File: src/rtl/dmem_arbiter_if.sv
// Bundle of the IFU (m0), LSU (m1) and DataSRAM signals around dmem_arbiter.
// master: requesters plus memory model side; slave: the arbiter itself.
interface dmem_arbiter_if;
  logic        m0_req_valid;
  logic        m0_req_ready;
  logic [31:0] m0_addr;
  logic        m0_resp_valid;
  logic [31:0] m0_rdata;

  logic        m1_req_valid;
  logic        m1_req_ready;
  logic        m1_we;
  logic [31:0] m1_addr;
  logic [31:0] m1_len;
  logic [31:0] m1_wdata;
  logic        m1_resp_valid;
  logic [31:0] m1_rdata;
  logic        m1_resp_err;

  logic        mem_load;
  logic        mem_store;
  logic [31:0] mem_addr;
  logic [31:0] mem_len;
  logic [31:0] mem_wdata;
  logic [31:0] mem_rdata;

  modport master (
    output m0_req_valid, m0_addr,
    input  m0_req_ready, m0_resp_valid, m0_rdata,
    output m1_req_valid, m1_we, m1_addr, m1_len, m1_wdata,
    input  m1_req_ready, m1_resp_valid, m1_rdata, m1_resp_err,
    input  mem_load, mem_store, mem_addr, mem_len, mem_wdata,
    output mem_rdata
  );

  modport slave (
    input  m0_req_valid, m0_addr,
    output m0_req_ready, m0_resp_valid, m0_rdata,
    input  m1_req_valid, m1_we, m1_addr, m1_len, m1_wdata,
    output m1_req_ready, m1_resp_valid, m1_rdata, m1_resp_err,
    output mem_load, mem_store, mem_addr, mem_len, mem_wdata,
    input  mem_rdata
  );
endinterface

File: src/rtl/dmem_arbiter.sv
// Two-port arbiter/sequencer sharing the data SRAM port between IFU (m0) and LSU (m1).
// Define DMEM_ARB_RR_EN for round-robin arbitration; default is fixed priority m1 > m0.
module dmem_arbiter #(
  parameter int unsigned LATENCY = 1
) (
  input  logic         clock,
  input  logic         reset,
  dmem_arbiter_if.slave bus
);

  typedef enum logic [1:0] {StIdle, StBusy, StResp} state_e;

  localparam logic [3:0] CntLast = 4'(LATENCY - 1);

  state_e      state_q, state_d;
  logic [3:0]  cnt_q, cnt_d;
  logic        owner_q, owner_d;  // 1: m1 owns the in-flight access
  logic        we_q, we_d;
  logic        err_q, err_d;
  logic [31:0] addr_q, addr_d;
  logic [31:0] len_q, len_d;
  logic [31:0] wdata_q, wdata_d;
  logic [31:0] rdata_q, rdata_d;

  logic grant0, grant1;
  logic accept;
  logic len_ok, misaligned, req_err;

`ifdef DMEM_ARB_RR_EN
  logic last1_q, last1_d;  // 1: m1 won the most recent handshake

  always_comb begin
    grant1 = bus.m1_req_valid && (!bus.m0_req_valid || !last1_q);
    grant0 = bus.m0_req_valid && !grant1;
  end

  always_comb begin
    last1_d = last1_q;
    if (accept) last1_d = grant1;
  end

  always_ff @(posedge clock or negedge reset) begin
    if (!reset) last1_q <= 1'b0;
    else        last1_q <= last1_d;
  end
`else
  always_comb begin
    grant1 = bus.m1_req_valid;
    grant0 = bus.m0_req_valid && !bus.m1_req_valid;
  end
`endif

  // Requests are only taken in IDLE and never while reset is asserted.
  assign accept = (state_q == StIdle) && reset && (grant0 || grant1);

  // With len in {1,2,4}, len-1 masks exactly the address bits that must be zero.
  assign len_ok     = (bus.m1_len == 32'd1) || (bus.m1_len == 32'd2) || (bus.m1_len == 32'd4);
  assign misaligned = (bus.m1_addr[1:0] & (bus.m1_len[1:0] - 2'd1)) != 2'b00;
  assign req_err    = !len_ok || misaligned;

  // State register
  always_ff @(posedge clock or negedge reset) begin
    if (!reset) state_q <= StIdle;
    else        state_q <= state_d;
  end

  // Next-state logic
  always_comb begin
    state_d = state_q;
    case (state_q)
      StIdle:  if (accept) state_d = (grant1 && req_err) ? StResp : StBusy;
      StBusy:  if (cnt_q == CntLast) state_d = StResp;
      StResp:  state_d = StIdle;
      default: state_d = StIdle;
    endcase
  end

  // Request latch, latency counter and response capture
  always_comb begin
    cnt_d   = cnt_q;
    owner_d = owner_q;
    we_d    = we_q;
    err_d   = err_q;
    addr_d  = addr_q;
    len_d   = len_q;
    wdata_d = wdata_q;
    rdata_d = rdata_q;
    if (accept) begin
      cnt_d   = 4'd0;
      owner_d = grant1;
      err_d   = grant1 && req_err;
      rdata_d = 32'h0;
      // Rejected requests leave the memory-facing fields untouched.
      if (grant1 && !req_err) begin
        we_d    = bus.m1_we;
        addr_d  = bus.m1_addr;
        len_d   = bus.m1_len;
        wdata_d = bus.m1_wdata;
      end else if (grant0) begin
        we_d    = 1'b0;
        addr_d  = bus.m0_addr;
        len_d   = 32'd4;
        wdata_d = 32'h0;
      end
    end else if (state_q == StBusy) begin
      cnt_d = cnt_q + 4'd1;
      if (cnt_q == 4'd0 && !we_q) rdata_d = bus.mem_rdata;
    end
  end

  always_ff @(posedge clock or negedge reset) begin
    if (!reset) begin
      cnt_q   <= 4'd0;
      owner_q <= 1'b0;
      we_q    <= 1'b0;
      err_q   <= 1'b0;
      addr_q  <= 32'h0;
      len_q   <= 32'h0;
      wdata_q <= 32'h0;
      rdata_q <= 32'h0;
    end else begin
      cnt_q   <= cnt_d;
      owner_q <= owner_d;
      we_q    <= we_d;
      err_q   <= err_d;
      addr_q  <= addr_d;
      len_q   <= len_d;
      wdata_q <= wdata_d;
      rdata_q <= rdata_d;
    end
  end

  // Outputs
  always_comb begin
    bus.m0_req_ready  = (state_q == StIdle) && reset && grant0;
    bus.m1_req_ready  = (state_q == StIdle) && reset && grant1;
    bus.mem_load      = (state_q == StBusy) && (cnt_q == 4'd0) && !we_q;
    bus.mem_store     = (state_q == StBusy) && (cnt_q == 4'd0) && we_q;
    bus.mem_addr      = addr_q;
    bus.mem_len       = len_q;
    bus.mem_wdata     = wdata_q;
    bus.m0_resp_valid = (state_q == StResp) && !owner_q;
    bus.m1_resp_valid = (state_q == StResp) && owner_q;
    bus.m0_rdata      = bus.m0_resp_valid ? rdata_q : 32'h0;
    bus.m1_rdata      = bus.m1_resp_valid ? rdata_q : 32'h0;
    bus.m1_resp_err   = bus.m1_resp_valid && err_q;
  end

endmodule

File: src/flat_wrapper.sv
// flat-port wrapper written by rule: the top's interface ports become plain ports
module dmem_arbiter_flat 
#(
  parameter int unsigned LATENCY = 1
)
  (clock, reset, bus_m0_req_valid, bus_m0_addr, bus_m0_req_ready, bus_m0_resp_valid, bus_m0_rdata, bus_m1_req_valid, bus_m1_we, bus_m1_addr, bus_m1_len, bus_m1_wdata, bus_m1_req_ready, bus_m1_resp_valid, bus_m1_rdata, bus_m1_resp_err, bus_mem_load, bus_mem_store, bus_mem_addr, bus_mem_len, bus_mem_wdata, bus_mem_rdata);
  dmem_arbiter_if bus_i ();
  input  logic clock;
  input  logic reset;
  input wire logic [$bits(bus_i.m0_req_valid)-1:0] bus_m0_req_valid;
  input wire logic [$bits(bus_i.m0_addr)-1:0] bus_m0_addr;
  output wire logic [$bits(bus_i.m0_req_ready)-1:0] bus_m0_req_ready;
  output wire logic [$bits(bus_i.m0_resp_valid)-1:0] bus_m0_resp_valid;
  output wire logic [$bits(bus_i.m0_rdata)-1:0] bus_m0_rdata;
  input wire logic [$bits(bus_i.m1_req_valid)-1:0] bus_m1_req_valid;
  input wire logic [$bits(bus_i.m1_we)-1:0] bus_m1_we;
  input wire logic [$bits(bus_i.m1_addr)-1:0] bus_m1_addr;
  input wire logic [$bits(bus_i.m1_len)-1:0] bus_m1_len;
  input wire logic [$bits(bus_i.m1_wdata)-1:0] bus_m1_wdata;
  output wire logic [$bits(bus_i.m1_req_ready)-1:0] bus_m1_req_ready;
  output wire logic [$bits(bus_i.m1_resp_valid)-1:0] bus_m1_resp_valid;
  output wire logic [$bits(bus_i.m1_rdata)-1:0] bus_m1_rdata;
  output wire logic [$bits(bus_i.m1_resp_err)-1:0] bus_m1_resp_err;
  output wire logic [$bits(bus_i.mem_load)-1:0] bus_mem_load;
  output wire logic [$bits(bus_i.mem_store)-1:0] bus_mem_store;
  output wire logic [$bits(bus_i.mem_addr)-1:0] bus_mem_addr;
  output wire logic [$bits(bus_i.mem_len)-1:0] bus_mem_len;
  output wire logic [$bits(bus_i.mem_wdata)-1:0] bus_mem_wdata;
  input wire logic [$bits(bus_i.mem_rdata)-1:0] bus_mem_rdata;
  assign bus_i.m0_req_valid = bus_m0_req_valid;
  assign bus_i.m0_addr = bus_m0_addr;
  assign bus_m0_req_ready = bus_i.m0_req_ready;
  assign bus_m0_resp_valid = bus_i.m0_resp_valid;
  assign bus_m0_rdata = bus_i.m0_rdata;
  assign bus_i.m1_req_valid = bus_m1_req_valid;
  assign bus_i.m1_we = bus_m1_we;
  assign bus_i.m1_addr = bus_m1_addr;
  assign bus_i.m1_len = bus_m1_len;
  assign bus_i.m1_wdata = bus_m1_wdata;
  assign bus_m1_req_ready = bus_i.m1_req_ready;
  assign bus_m1_resp_valid = bus_i.m1_resp_valid;
  assign bus_m1_rdata = bus_i.m1_rdata;
  assign bus_m1_resp_err = bus_i.m1_resp_err;
  assign bus_mem_load = bus_i.mem_load;
  assign bus_mem_store = bus_i.mem_store;
  assign bus_mem_addr = bus_i.mem_addr;
  assign bus_mem_len = bus_i.mem_len;
  assign bus_mem_wdata = bus_i.mem_wdata;
  assign bus_i.mem_rdata = bus_mem_rdata;
  dmem_arbiter #(.LATENCY(LATENCY)) u_core (.clock(clock), .reset(reset), .bus(bus_i));
endmodule
File: config.mk
export PLATFORM = sky130hd
export DESIGN_NAME = dmem_arbiter_flat
export DESIGN_NICKNAME = d
export VERILOG_FILES = /design/src/rtl/dmem_arbiter_if.sv /design/src/rtl/dmem_arbiter.sv /design/src/flat_wrapper.sv
export SDC_FILE = /design/constraint.sdc
export NUM_CORES = 1
export LEC_CHECK = 0
export CAP_MARGIN = 20
export CORE_AREA = 2 2 127 129
export DETAILED_ROUTE_END_ITERATION = 10
export DIE_AREA = 0 0 129 131
export PLACE_DENSITY = 0.89
export SLEW_MARGIN = 20
export SYNTH_ARGS = -nofsm -noshare
export SYNTH_HDL_FRONTEND = slang
export SYNTH_SLANG_ARGS = --single-unit
File: constraint.sdc
create_clock -name clock -period 3.2 [get_ports clock]
set_input_delay 0.32 -clock clock [delete_from_list [all_inputs] [get_ports clock]]
set_output_delay 0.32 -clock clock [all_outputs]
set_load 0.005 [all_outputs]
### Word-level counts from Yosys, hierarchy flattened

Cells that the tools add are included.

| cells by class | value |
|---|---|
| add/subtract/negate cells | 2 |
| eq/ne operators | 7 |
| muxes and demuxes | 19 |
| bitwise gates (word level) | 1 |
| reductions and logical operators | 32 |

Operators by type and width:

| operator | number |
|---|---|
| $mux 32 | 11 |
| $eq 32x1->1 const B | 1 |
| $eq 32x2->1 const B | 1 |
| $eq 32x3->1 const B | 1 |
| $logic_and 1x1->1 | 14 |
| $mux 4 | 2 |
| $reduce_bool 2->1 | 4 |
| $mux 2 | 3 |
| $reduce_and 2->1 | 3 |
| $logic_not 1->1 | 5 |
| $add 4x1->4 const B | 1 |
| $logic_not 4->1 | 1 |
| $logic_or 1x1->1 | 4 |
| $ne 2x1->1 const B | 2 |
| $pmux 2 s2 | 1 |
| $and 2x2->2 | 1 |
| $eq 2x1->1 const B | 1 |
| $eq 2x2->1 const B | 1 |
| $logic_not 2->1 | 1 |
| $mux 1 | 2 |
| $sub 2x1->2 const B | 1 |

| storage, ports and cells | value |
|---|---|
| register bits after elaboration | 137 |
| input port bits | 165 |
| output and inout port bits | 167 |
| word-level logic and storage cells | 70 |

### Longest topological paths before layout

| logic depth | value |
|---|---|
| depth after elaboration | 9 |
| gate-level depth with buffers | 9 |
| mapped depth without buffers | 7 |

### Worst setup path after synthesis

OpenSTA, ideal clock, no wires.

| path | value |
|---|---|
| path kind | input port to flip-flop |
| from | input port bus_m1_len[0] |
| to | register u_core.addr_q[10] (netlist: u_core.bus.mem_addr[10]) |
| library setup time | 65 ps |
| arrival time | 2,064 ps |
| data required time | 3,135 ps |
| path slack | 1,071 ps |
| stages on the path | 8 |
| buffers on the path | 1 |
| cells stage by stage | inv_1 > ha_1 > nor3_1 > or4_4 > or4b_4 > o21ai_4 > buf_6 > o221a_2 |

| between the ends | value |
|---|---|
| cells in the longest elaborated chain, start to end | 9 |
| elaborated cells between the ends (all ways) | 15 |
| those cells by class | 1 x add/sub; 3 x eq/ne; 1 x mux; 1 x bitwise; 9 x reduce/logical |

Ends and longest elaborated chain:

| item | RTL line | text |
|---|---|---|
| start, declared | flat_wrapper.sv:18 | `input wire logic [$bits(bus_i.m1_len)-1:0] bus_m1_len;` |
| $eq 32x1->1 or $eq 32x2->1 (tied branches) | dmem_arbiter.sv:57 | `assign len_ok = (bus.m1_len == 32'd1) \|\| (bus.m1_len == 32'd2) \|\| (bus.m1_len == 32'd4);` |
| $logic_or 1x1->1 (2 in series) | dmem_arbiter.sv:57 |  |
| $logic_not 1->1 | dmem_arbiter.sv:59 | `assign req_err = !len_ok \|\| misaligned;` |
| $logic_or 1x1->1 (*) | dmem_arbiter.sv:59 |  |
| $logic_not 1->1 (*) | dmem_arbiter.sv:94 | `if (grant1 && !req_err) begin` |
| $logic_and 1x1->1 (*) | dmem_arbiter.sv:94 |  |
| $reduce_bool 2->1 (no source line) | n/a |  |
| $reduce_and 2->1 (no source line) | n/a |  |
| end signal, assigned | dmem_arbiter.sv:126 | `addr_q <= addr_d;` |
| end, declared | dmem_arbiter.sv:20 | `logic [31:0] addr_q, addr_d;` |

Mark *: on every way between the ends. The rest lies on a longest branch, timed or not.
A chain may end at the register's enable or synchronous reset.

### Worst setup path in the final report

| path | value |
|---|---|
| from | register u_core.state_q[0] |
| to | output port bus_m0_req_ready |

| between the ends | value |
|---|---|
| cells in the longest elaborated chain, start to end | 3 |

Ends and longest elaborated chain:

| item | RTL line | text |
|---|---|---|
| start, declared | dmem_arbiter.sv:15 | `state_e state_q, state_d;` |
| start signal, assigned | dmem_arbiter.sv:63 | `if (!reset) state_q <= StIdle;` |
| start signal, assigned | dmem_arbiter.sv:64 | `else state_q <= state_d;` |
| $logic_not 2->1 | dmem_arbiter.sv:135 | `bus.m0_req_ready = (state_q == StIdle) && reset && grant0;` |
| $logic_and 1x1->1 (2 in series) | dmem_arbiter.sv:135 |  |
| end, declared | flat_wrapper.sv:12 | `output wire logic [$bits(bus_i.m0_req_ready)-1:0] bus_m0_req_ready;` |

No other way between the ends.

==> metrics.md <==
| Metric | Value |
|---|---|
| Crit path from | `u_core.state_q[0]` |
| Setup_tns | `0 ns` |
| Critical path endpoint category | `primary output` |
| Worst path depth | `5` |
| DP Cell Count | `1118` |
| Leak | `4.734 nW` |
| Synth-to-layout area growth | `66.80%` |
| Fin. Hold Viols | `0` |
| DP Area | `9722 um^2` |
| #FFs+latches synth | `137` |
| CP Max Fanout | `6` |
| H-tree depth | `4` |
| Syn Nets | `774` |
| Hold Crit Class | `in -> async` |
| Post-synth EDFFs | `0` |
| Reg2reg start | `u_core.state_q[0]` |
| Num rows | `46` |
| Fin crit share | `85.27%` |
| Die Width | `129 um` |
| Routed wire length | `19.12 mm` |
| Cell chosen for the clock root | `clkbuf_16` |
| Hold-fix buffers at CTS | `0` |
| Critical path required time | `2.88 ns` |
| Clk slew on worst S/H paths | `0.06 ns` |
| RSZ-0062 raised after global routing | `false` |
| Post-CTS Resized | `0` |
| Setup Skew | `0.008330 ns` |
| R2R depth | `7` |
| Critical Path Max Stage Delay | `0.59 ns` |
| Final core utilization | `66.26%` |
| Die H | `131 um` |
| DR iter-0 viols | `279` |
| Max Slew Vio Count | `0` |
| Seq/Total Area, Yosys | `55.33%` |
| Final Non-Filler Cells | `1150` |
| Inserted Diodes | `0` |
| Final setup fails | `0` |
| Port bufs | `331` |
| Synth warn | `0` |
| Core Region | `15600 um^2` |
| Vias in the first global route | `5594` |
| Arrival time worst endpoint | `2.41 ns` |
| CTS Buf Count | `17` |
| PD cells | `526.2 nW/um^2` |
| Max Cap Violations | `0` |
| Via count | `5641` |
| Post-synthesis cell count | `604` |
| Asr flop ratio synth | `100.0%` |
| FMAX | `366.5 MHz` |
| # IOs | `332` |
| Maximum VDD drop | `0.3525 mV` |
| Critical path startpoint category | `flip-flop` |
| Final setup margin | `0.4714 ns` |
| Status | `finished, final reports clean` |
| WP buf/inv | `2` |
| Share of cells above drive strength 1 | `8.887%` |
| Post-DR wirelength/cell | `16.62 um` |
| Fillers | `1200` |
| Via-per-instance ratio | `4.905` |
| Critical-path top delay cell | `clkdlybuf4s50_1` |
| Overall die area | `16900 um^2` |
| Top Family by Delay on Critical Path | `simple AND/OR/NAND/NOR gates` |
| Largest net degree at the start of global routing | `138` |
| CTS max path bufs | `2` |
| Worst-skew pair later-pin latency | `0.41 ns` |
| First-pass GRT wire length | `29.79 mm` |
| TritonCTS Sinks | `137` |
| Hold_ws | `0.04331 ns` |
| Crit path cell chain | `nor3b_1, nand2_1, or2_2, inv_1, clkdlybuf4s50_1` |
| Min Clock Period, post-route | `2.729 ns` |
| Total track usage | `22.92%` |
| Pre-antenna DRT Iters | `4` |
| Setup CP Type | `reg -> out` |
| Initial core utilization | `39.72%` |
| Nets | `1091` |
| Worst slew pin tran | `0.7569 ns` |
| Synthesized area per cell | `10.26 um^2` |
| ANT nets after route | `0` |
| Post-CTS Setup Inserts | `0` |
| # DRC | `0` |
| Cell Area, Synth | `6196 um^2` |
| Top_reg_cell synth | `dfrtp_1` |
| Initial antenna violation count | `0` |
| Grt ovf | `0` |
| CTS tree | `done` |
| Post-DP HPWL | `13.54 mm` |
| DP Worst Slack | `0.3764 ns` |
| Post-route cell area | `10330 um^2` |
| Total Power | `5.438 mW` |
| Library cells used by synthesis | `37` |
| RePlAce Congestion | `0.8472` |
| Slew HR | `49.54%` |
-- routing by layer --
layer,vias up,wire [um],track usage [%]
li1,2664,-,-
met1,2700,7773,27.80
met2,237,9487,38.78
met3,40,1316,6.596
met4,0,541,9.079
met5,-,0,0
-- sequential cells by signal, summed over array words and instances (netlist names) --
name,flops
u_core.bus.mem_len,32
u_core.we_q,1
u_core.bus.mem_wdata,32
u_core.cnt_q,4
u_core.bus.mem_addr,32
u_core.owner_q,1
u_core.err_q,1
u_core.state_q,2
u_core.rdata_q,32
-- synthesized netlist by cell type (3+ instances only) --
master    instances  area, um^2
a21oi_1           3       15.01
and2_1           65       406.6
and3_1           30       187.7
buf_2             3       15.01
buf_6             3       33.78
clkbuf_1         37       138.9
dfrtp_1         137        3428
ha_1              5       62.56
inv_1            40       150.1
mux2i_1          35       350.3
nand2_1         106       397.9
nor2_1           10       37.54
nor3_1            3       15.01
nor3b_1           3       22.52
nor4_1            6       37.54
o21ai_0          32       160.2
o221a_2          32       360.4
or3_1            32       200.2
-- placed cells by master, fill, tap and decap left out, types with 3 or more instances in the layout --
| cell | instances |
|---|---|
| or3_1 | 32 |
| and2_1 | 65 |
| inv_1 | 40 |
| mux2i_1 | 35 |
| nand2_1 | 106 |
| a21oi_1 | 3 |
| nor3_1 | 3 |
| clkdlybuf4s50_1 | 330 |
| and3_1 | 30 |
| clkinv_4 | 5 |
| buf_4 | 9 |
| bufinv_16 | 3 |
| clkinvlp_4 | 3 |
| o221a_2 | 32 |
| clkbuf_16 | 17 |
| ha_1 | 5 |
| nor2_1 | 9 |
| nor4_1 | 6 |
| dfrtp_1 | 137 |
| o21ai_0 | 32 |
-- worst register-to-register path, cell delays in order, from the launching register on --
cell     delay (ns)
dfrtp_1        0.44
nor3b_1        0.45
nand2_1        0.13
or2_2          0.31
buf_4          0.31
o21ai_4        0.15
buf_12         0.21
o221a_2        0.23
-- final cells by class --
type | count | area [um^2] | share of cell area (%)
Timing Repair Buffer | 342 | 3422 | 33.11
Clock buffer | 19 | 442.9 | 4.286
Tap cell | 216 | 270.3 | 2.615
Sequential cell | 137 | 3428 | 33.17
Clock inverter | 13 | 170.2 | 1.646
Inverter | 40 | 150.1 | 1.453
Multi-Input combinational cell | 383 | 2451 | 23.72
-- kinds of logic after synthesis --
family	after synthesis	synth area share, %
flip-flops	137	55.33
multiplexers	35	5.654
AND/OR/NAND/NOR	267	22.54
adder cells (fa/ha/maj)	5	1.010
XOR/XNOR	3	0.4241
buffers and inverters	84	5.573
AO/OA/AOI/OAI	73	9.471
-- power by group --
| group | total, mW | internal (mW) | switching (mW) |
|---|---|---|---|
| sequential | 2.22 | 2.02 | 0.194 |
| clock | 2.03 | 1.25 | 0.776 |
| combinational | 1.19 | 0.742 | 0.450 |
-- path summary, 6_finish.rpt --
path | slack [ns] | end
worst max-delay path | 0.47 | bus_m0_req_ready
max in group asynchronous | 2.62 | u_core.bus.mem_addr[31]
worst min register to register | 0.51 | u_core.bus.mem_len[11]
worst max register to register | 0.91 | u_core.bus.mem_addr[15]
min in group clock | 0.38 | u_core.state_q[1]
worst min-delay path | 0.04 | u_core.rdata_q[30]
Power figures use the tool's default switching activity.
